==> src/rtl/control_unit_if.sv <==
// Handshake bundle between the control unit and the datapath.
// The control unit takes the master modport; the datapath takes the slave modport.
interface control_unit_if;
    logic [2:0] IR75;
    logic       Aeq0;
    logic       Apos;
    logic       enter;
    logic       IRload;
    logic       JMPmux;
    logic       PCload;
    logic       Meminst;
    logic       MemWr;
    logic       Aload;
    logic       Sub;
    logic [1:0] Asel;
    logic       halted;
    logic       waiting;
    logic [3:0] state;

    modport master (
        input  IR75, Aeq0, Apos, enter,
        output IRload, JMPmux, PCload, Meminst, MemWr, Aload, Sub, Asel, halted, waiting, state
    );

    modport slave (
        output IR75, Aeq0, Apos, enter,
        input  IRload, JMPmux, PCload, Meminst, MemWr, Aload, Sub, Asel, halted, waiting, state
    );
endinterface

==> src/rtl/control_unit.sv <==
// Instruction sequencer for the simple accumulator CPU: FETCH/DECODE/execute FSM
// driving the datapath strobes, with an Enter-key edge detector for INPUT.
module control_unit (
    input  logic           clock,
    input  logic           reset,
    control_unit_if.master bus_io
);

    typedef enum logic [3:0] {
        StStart  = 4'd0,
        StFetch  = 4'd1,
        StDecode = 4'd2,
        StLoad   = 4'd3,
        StStore  = 4'd4,
        StAdd    = 4'd5,
        StSub    = 4'd6,
        StInput  = 4'd7,
        StJz     = 4'd8,
        StJpos   = 4'd9,
        StHalt   = 4'd10
    } state_e;

    state_e state_q, state_d;
    logic   enter_q;
    logic   enter_pulse;

    logic       ir_load, jmp_mux, pc_load, mem_inst, mem_wr, a_load, sub_op;
    logic [1:0] a_sel;
    logic       halted, waiting;

    // enter_q tracks the key every cycle, so a key already held on entry to INPUT is no edge.
    assign enter_pulse = bus_io.enter & ~enter_q;

    always_ff @(posedge clock) begin
        if (reset) begin
            state_q <= StStart;
            enter_q <= 1'b0;
        end else begin
            state_q <= state_d;
            enter_q <= bus_io.enter;
        end
    end

    always_comb begin
        state_d  = StStart;
        ir_load  = 1'b0;
        jmp_mux  = 1'b0;
        pc_load  = 1'b0;
        mem_inst = 1'b0;
        mem_wr   = 1'b0;
        a_load   = 1'b0;
        sub_op   = 1'b0;
        a_sel    = 2'b00;
        halted   = 1'b0;
        waiting  = 1'b0;
        unique case (state_q)
            StStart: state_d = StFetch;
            StFetch: begin
                state_d  = StDecode;
                ir_load  = 1'b1;
                pc_load  = 1'b1;
                mem_inst = 1'b1;
            end
            StDecode: begin
                unique case (bus_io.IR75)
                    3'b000: state_d = StLoad;
                    3'b001: state_d = StStore;
                    3'b010: state_d = StAdd;
                    3'b011: state_d = StSub;
                    3'b100: state_d = StInput;
                    3'b101: state_d = StJz;
                    3'b110: state_d = StJpos;
                    default: state_d = StHalt;
                endcase
            end
            StLoad: begin
                state_d = StFetch;
                a_load  = 1'b1;
                a_sel   = 2'b10;
            end
            StStore: begin
                state_d = StFetch;
                mem_wr  = 1'b1;
            end
            StAdd: begin
                state_d = StFetch;
                a_load  = 1'b1;
            end
            StSub: begin
                state_d = StFetch;
                a_load  = 1'b1;
                sub_op  = 1'b1;
            end
            StInput: begin
                state_d = enter_pulse ? StFetch : StInput;
                a_sel   = 2'b01;
                waiting = 1'b1;
                a_load  = enter_pulse;
            end
            StJz: begin
                state_d = StFetch;
                jmp_mux = 1'b1;
                pc_load = bus_io.Aeq0;
            end
            StJpos: begin
                state_d = StFetch;
                jmp_mux = 1'b1;
                pc_load = bus_io.Apos;
            end
            StHalt: begin
                state_d = StHalt;
                halted  = 1'b1;
            end
            default: state_d = StStart;
        endcase
    end

    assign bus_io.IRload  = ir_load;
    assign bus_io.JMPmux  = jmp_mux;
    assign bus_io.PCload  = pc_load;
    assign bus_io.Meminst = mem_inst;
    assign bus_io.MemWr   = mem_wr;
    assign bus_io.Aload   = a_load;
    assign bus_io.Sub     = sub_op;
    assign bus_io.Asel    = a_sel;
    assign bus_io.halted  = halted;
    assign bus_io.waiting = waiting;
    assign bus_io.state   = state_q;

endmodule

==> src/flat_wrapper.sv <==
// flat-port wrapper written by rule: the top's interface ports become plain ports
module control_unit_flat 
  (clock, reset, bus_io_IR75, bus_io_Aeq0, bus_io_Apos, bus_io_enter, bus_io_IRload, bus_io_JMPmux, bus_io_PCload, bus_io_Meminst, bus_io_MemWr, bus_io_Aload, bus_io_Sub, bus_io_Asel, bus_io_halted, bus_io_waiting, bus_io_state);
  control_unit_if bus_io_i ();
  input  logic clock;
  input  logic reset;
  input wire logic [$bits(bus_io_i.IR75)-1:0] bus_io_IR75;
  input wire logic [$bits(bus_io_i.Aeq0)-1:0] bus_io_Aeq0;
  input wire logic [$bits(bus_io_i.Apos)-1:0] bus_io_Apos;
  input wire logic [$bits(bus_io_i.enter)-1:0] bus_io_enter;
  output wire logic [$bits(bus_io_i.IRload)-1:0] bus_io_IRload;
  output wire logic [$bits(bus_io_i.JMPmux)-1:0] bus_io_JMPmux;
  output wire logic [$bits(bus_io_i.PCload)-1:0] bus_io_PCload;
  output wire logic [$bits(bus_io_i.Meminst)-1:0] bus_io_Meminst;
  output wire logic [$bits(bus_io_i.MemWr)-1:0] bus_io_MemWr;
  output wire logic [$bits(bus_io_i.Aload)-1:0] bus_io_Aload;
  output wire logic [$bits(bus_io_i.Sub)-1:0] bus_io_Sub;
  output wire logic [$bits(bus_io_i.Asel)-1:0] bus_io_Asel;
  output wire logic [$bits(bus_io_i.halted)-1:0] bus_io_halted;
  output wire logic [$bits(bus_io_i.waiting)-1:0] bus_io_waiting;
  output wire logic [$bits(bus_io_i.state)-1:0] bus_io_state;
  assign bus_io_i.IR75 = bus_io_IR75;
  assign bus_io_i.Aeq0 = bus_io_Aeq0;
  assign bus_io_i.Apos = bus_io_Apos;
  assign bus_io_i.enter = bus_io_enter;
  assign bus_io_IRload = bus_io_i.IRload;
  assign bus_io_JMPmux = bus_io_i.JMPmux;
  assign bus_io_PCload = bus_io_i.PCload;
  assign bus_io_Meminst = bus_io_i.Meminst;
  assign bus_io_MemWr = bus_io_i.MemWr;
  assign bus_io_Aload = bus_io_i.Aload;
  assign bus_io_Sub = bus_io_i.Sub;
  assign bus_io_Asel = bus_io_i.Asel;
  assign bus_io_halted = bus_io_i.halted;
  assign bus_io_waiting = bus_io_i.waiting;
  assign bus_io_state = bus_io_i.state;
  control_unit u_core (.clock(clock), .reset(reset), .bus_io(bus_io_i));
endmodule
==> config.mk <==
export PLATFORM = sky130hd
export DESIGN_NAME = control_unit_flat
export DESIGN_NICKNAME = d
export VERILOG_FILES = /design/src/rtl/control_unit_if.sv /design/src/rtl/control_unit.sv /design/src/flat_wrapper.sv
export SDC_FILE = /design/constraint.sdc
export NUM_CORES = 1
export LEC_CHECK = 0
export ABC_CLOCK_PERIOD_IN_PS = 1700
export CORE_AREA = 2 2 39 41
export DETAILED_ROUTE_END_ITERATION = 10
export DIE_AREA = 0 0 41 43
export GPL_ROUTABILITY_DRIVEN = 0
export GPL_TIMING_DRIVEN = 0
export PLACE_DENSITY = 0.67
export SETUP_SLACK_MARGIN = 0.02
export SYNTH_ARGS = -nofsm -noshare
export SYNTH_HDL_FRONTEND = slang
export SYNTH_SLANG_ARGS = --single-unit
==> constraint.sdc <==
create_clock -name clock -period 1.7 [get_ports clock]
set_clock_uncertainty 0.15 [all_clocks]
set_input_delay 0.255 -clock clock [delete_from_list [all_inputs] [get_ports clock]]
set_output_delay 0.255 -clock clock [all_outputs]
set_load 0.01 [all_outputs]
==> flow_summary.yaml <==
outcome:
  outcome: "complete, but fails checks"
  violations: "setup timing"
final_layout:
  diodes: 0
  final_core_util_pct: 56.7
  fin_nets: 96
  area_growth_pct: 88.3
  drive_gt1_share_pct: 50.6
detailed_routing:
  routed_wl_mm: 1.20
  drc: 0
  ant_nets: 0
  first_pass_iters: 4
  avgRoutedWirePerCell_um: 11.7
  via_per_inst: 4.68
  vias: 482
  drt_iter0_drc: 1
floorplanning:
  die-area_mm2: 0.00176
  die_h_um: 43
  fp-row-count: 14
  ios: 23
  fp.coreArea_mm2: 0.00138
  start_util_pct: 30.1
  die_w_um: 41
grt:
  grt_antenna_before_repair: 0
  use_met3_pct: 1.57
  grt_usage_pct: 14.9
  grt_pass1_wl_mm: 1.84
  grt_max_degree: 11
  grt_pass1_vias: 440
  gr-usage-met1_pct: 20.0
  busiest_layer: "met2"
  gr-total-overflow: 0
  met2_usage_pct: 23.1
yosys:
  syn_area_per_cell_um2: 8.01
  yosys-top-cells-area: "dfxtp_1 24%, a2111oi_2 11%, nor2_1 9.0%"
  synth_cell_types: 20
  yosys.area.top_type: "dfxtp_1"
  synth_edf_count: 0
  synth_area_um2: 417
  synth.most_common_cell: "nor2_1"
  synthFlopType: "dfxtp_1"
  syn_inst: 52
  synthTopCellsByCount: "10 x nor2_1, 6 x nor3_1, 5 x dfxtp_1, 4 x a21oi_1"
  ys_seq_area_share_pct: 24.0
  synth-seq-cells: 5
  syn_nets: 60
  async_reset_ff_share_pct: 0
  synth_warnings: 0
  synth_top_area_share_pct: 24.0
placed_design:
  numPortBuffers: 22
  place_ws_ns: -0.723
  place_hpwl_um: 776
timing:
  fin_crit_ns: 1.76
  timing.hold.ws_ns: 0.242
  tns_ns: -0.120
  min_period_over_period_pct: 103
  tightestPinTransition_ns: 0.319
  setup_viol: 3
  slew-limit-headroom_pct: 78.5
  layout_setup_ws_ns: -0.0566
  hold_viol_final: 0
  max_clock_freq_ghz: 0.569
  rsz0062_at_grt: "yes"
  slew_violations: 0
hold_path:
  holdCritPathClass: "in2reg"
  min_delay_path_depth: 2
power_and_ir_drop:
  vdd_drop_max_v: 0.000309
  p_clk_share_pct: 26.7
  internal_power_uw: 344
  seq_power_share_pct: 27.3
  p_sw_uw: 149
  sw_frac_of_total_pct: 30.2
  p_comb_share_pct: 46.0
  p_leak_nw: 0.316
  p_total_uw: 492
  p_per_area_mw_per_mm2: 628
worst_setup_path:
  cp_max_fo: 5
  worstPathRequired_ns: 1.29
  arrival_ns: 1.35
  path_class: "reg2out"
  end_kind: "output port"
  reg2reg_depth: 5
  worstSetupStartpointType: "register"
  r2r_setup_slack_ns: 0.27
clock_network:
  clock_sinks: 5
  cts_buffers: 3
  cts_tree: "yes"
  clockRootBuffer: "clkbuf_4"
  path_clk_slew_ns: 0.04
  ctsHoldBuffers: 0
  clockBufferDepth: 2
  htree_num_levels: 1
  clk_latency_ns: 0.23
flow_run:
  maxCapViolCount: 0
registers in the layout, indices dropped and copies added, names as in the netlist:
name and flops:
u_core.bus_io.state 4, u_core.enter_q 1
per-layer routing:
layer / vias up / wire length [µm]
met5: - / 0
met4: 0 / 0
met3: 0 / 85
met2: 16 / 600
met1: 217 / 518
li1: 249 / -
logic make-up after synthesis:
kind of cell / after synthesis / synth area share (%)
and+or+nand+nor: 27 / 34.5
buffers and inverters: 7 / 12.9
AOI/OAI and AO/OA: 12 / 26.4
DFF: 5 / 24.0
xor gates and xnor gates: 1 / 2.10
cell type report:
class,count,area (µm²)
sequential,5,105
clock buffer,4,26.3
timing repair buffer,32,264
inverter,1,3.75
multi-input combinational,40,317
tap,16,20.0
buffer,5,48.8
fill,146,599
path summary, 6_finish.rpt:
kind                           from                endpoint
max          u_core.bus_io.state[1]            bus_io_Aload
min                    bus_io_enter          u_core.enter_q
min reg2reg  u_core.bus_io.state[3]  u_core.bus_io.state[3]
max reg2reg  u_core.bus_io.state[1]  u_core.bus_io.state[3]
cells in the final DEF (no fill, tap or decap), types with 2 or more instances in the layout:
master,instances
nor3_1,6
a2111oi_2,2
nor2b_1,2
nor2_1,7
a21oi_1,4
buf_2,5
clkbuf_2,3
o21ai_0,2
clkdlybuf4s50_1,10
buf_6,7
dfxtp_1,3
clkbuf_4,3
nand2_1,2
nor2_2,2
buf_4,10
power by group through the flow:
| stage | registers, mW | clock network, mW | logic [mW] |
|---|---|---|---|
| global route | 0.136 | 0.143 | 0.244 |
| floorplan | 0.139 | 0 | 0.0973 |
| detailed placement | 0.136 | 0 | 0.175 |
| global placement | 0.136 | 0 | 0.173 |
| CTS | 0.135 | 0.139 | 0.225 |
| finish | 0.135 | 0.131 | 0.226 |
critical path: stages, from the launching register on:
cell	delay, ns
dfxtp_2	0.33
buf_6	0.12
buf_6	0.12
a21oi_4	0.07
a2111oi_4	0.30
buf_2	0.18
timing repair:
action / in CTS / in global routing
resized for setup: 53 / 10
endpoints found under the setup margin: 12 / 12
pin swaps: 3 / 3
buffers inserted: 9 / 1
through the flow:
stage          cell area (µm²)  instances
6_report                   785        103
5_1_grt                    785        103
4_1_cts                    792        103
3_5_place_dp               657         90
3_3_place_gp               657         90
2_1_floorplan              417         52
No activity file was read; power rests on OpenSTA's default activity.
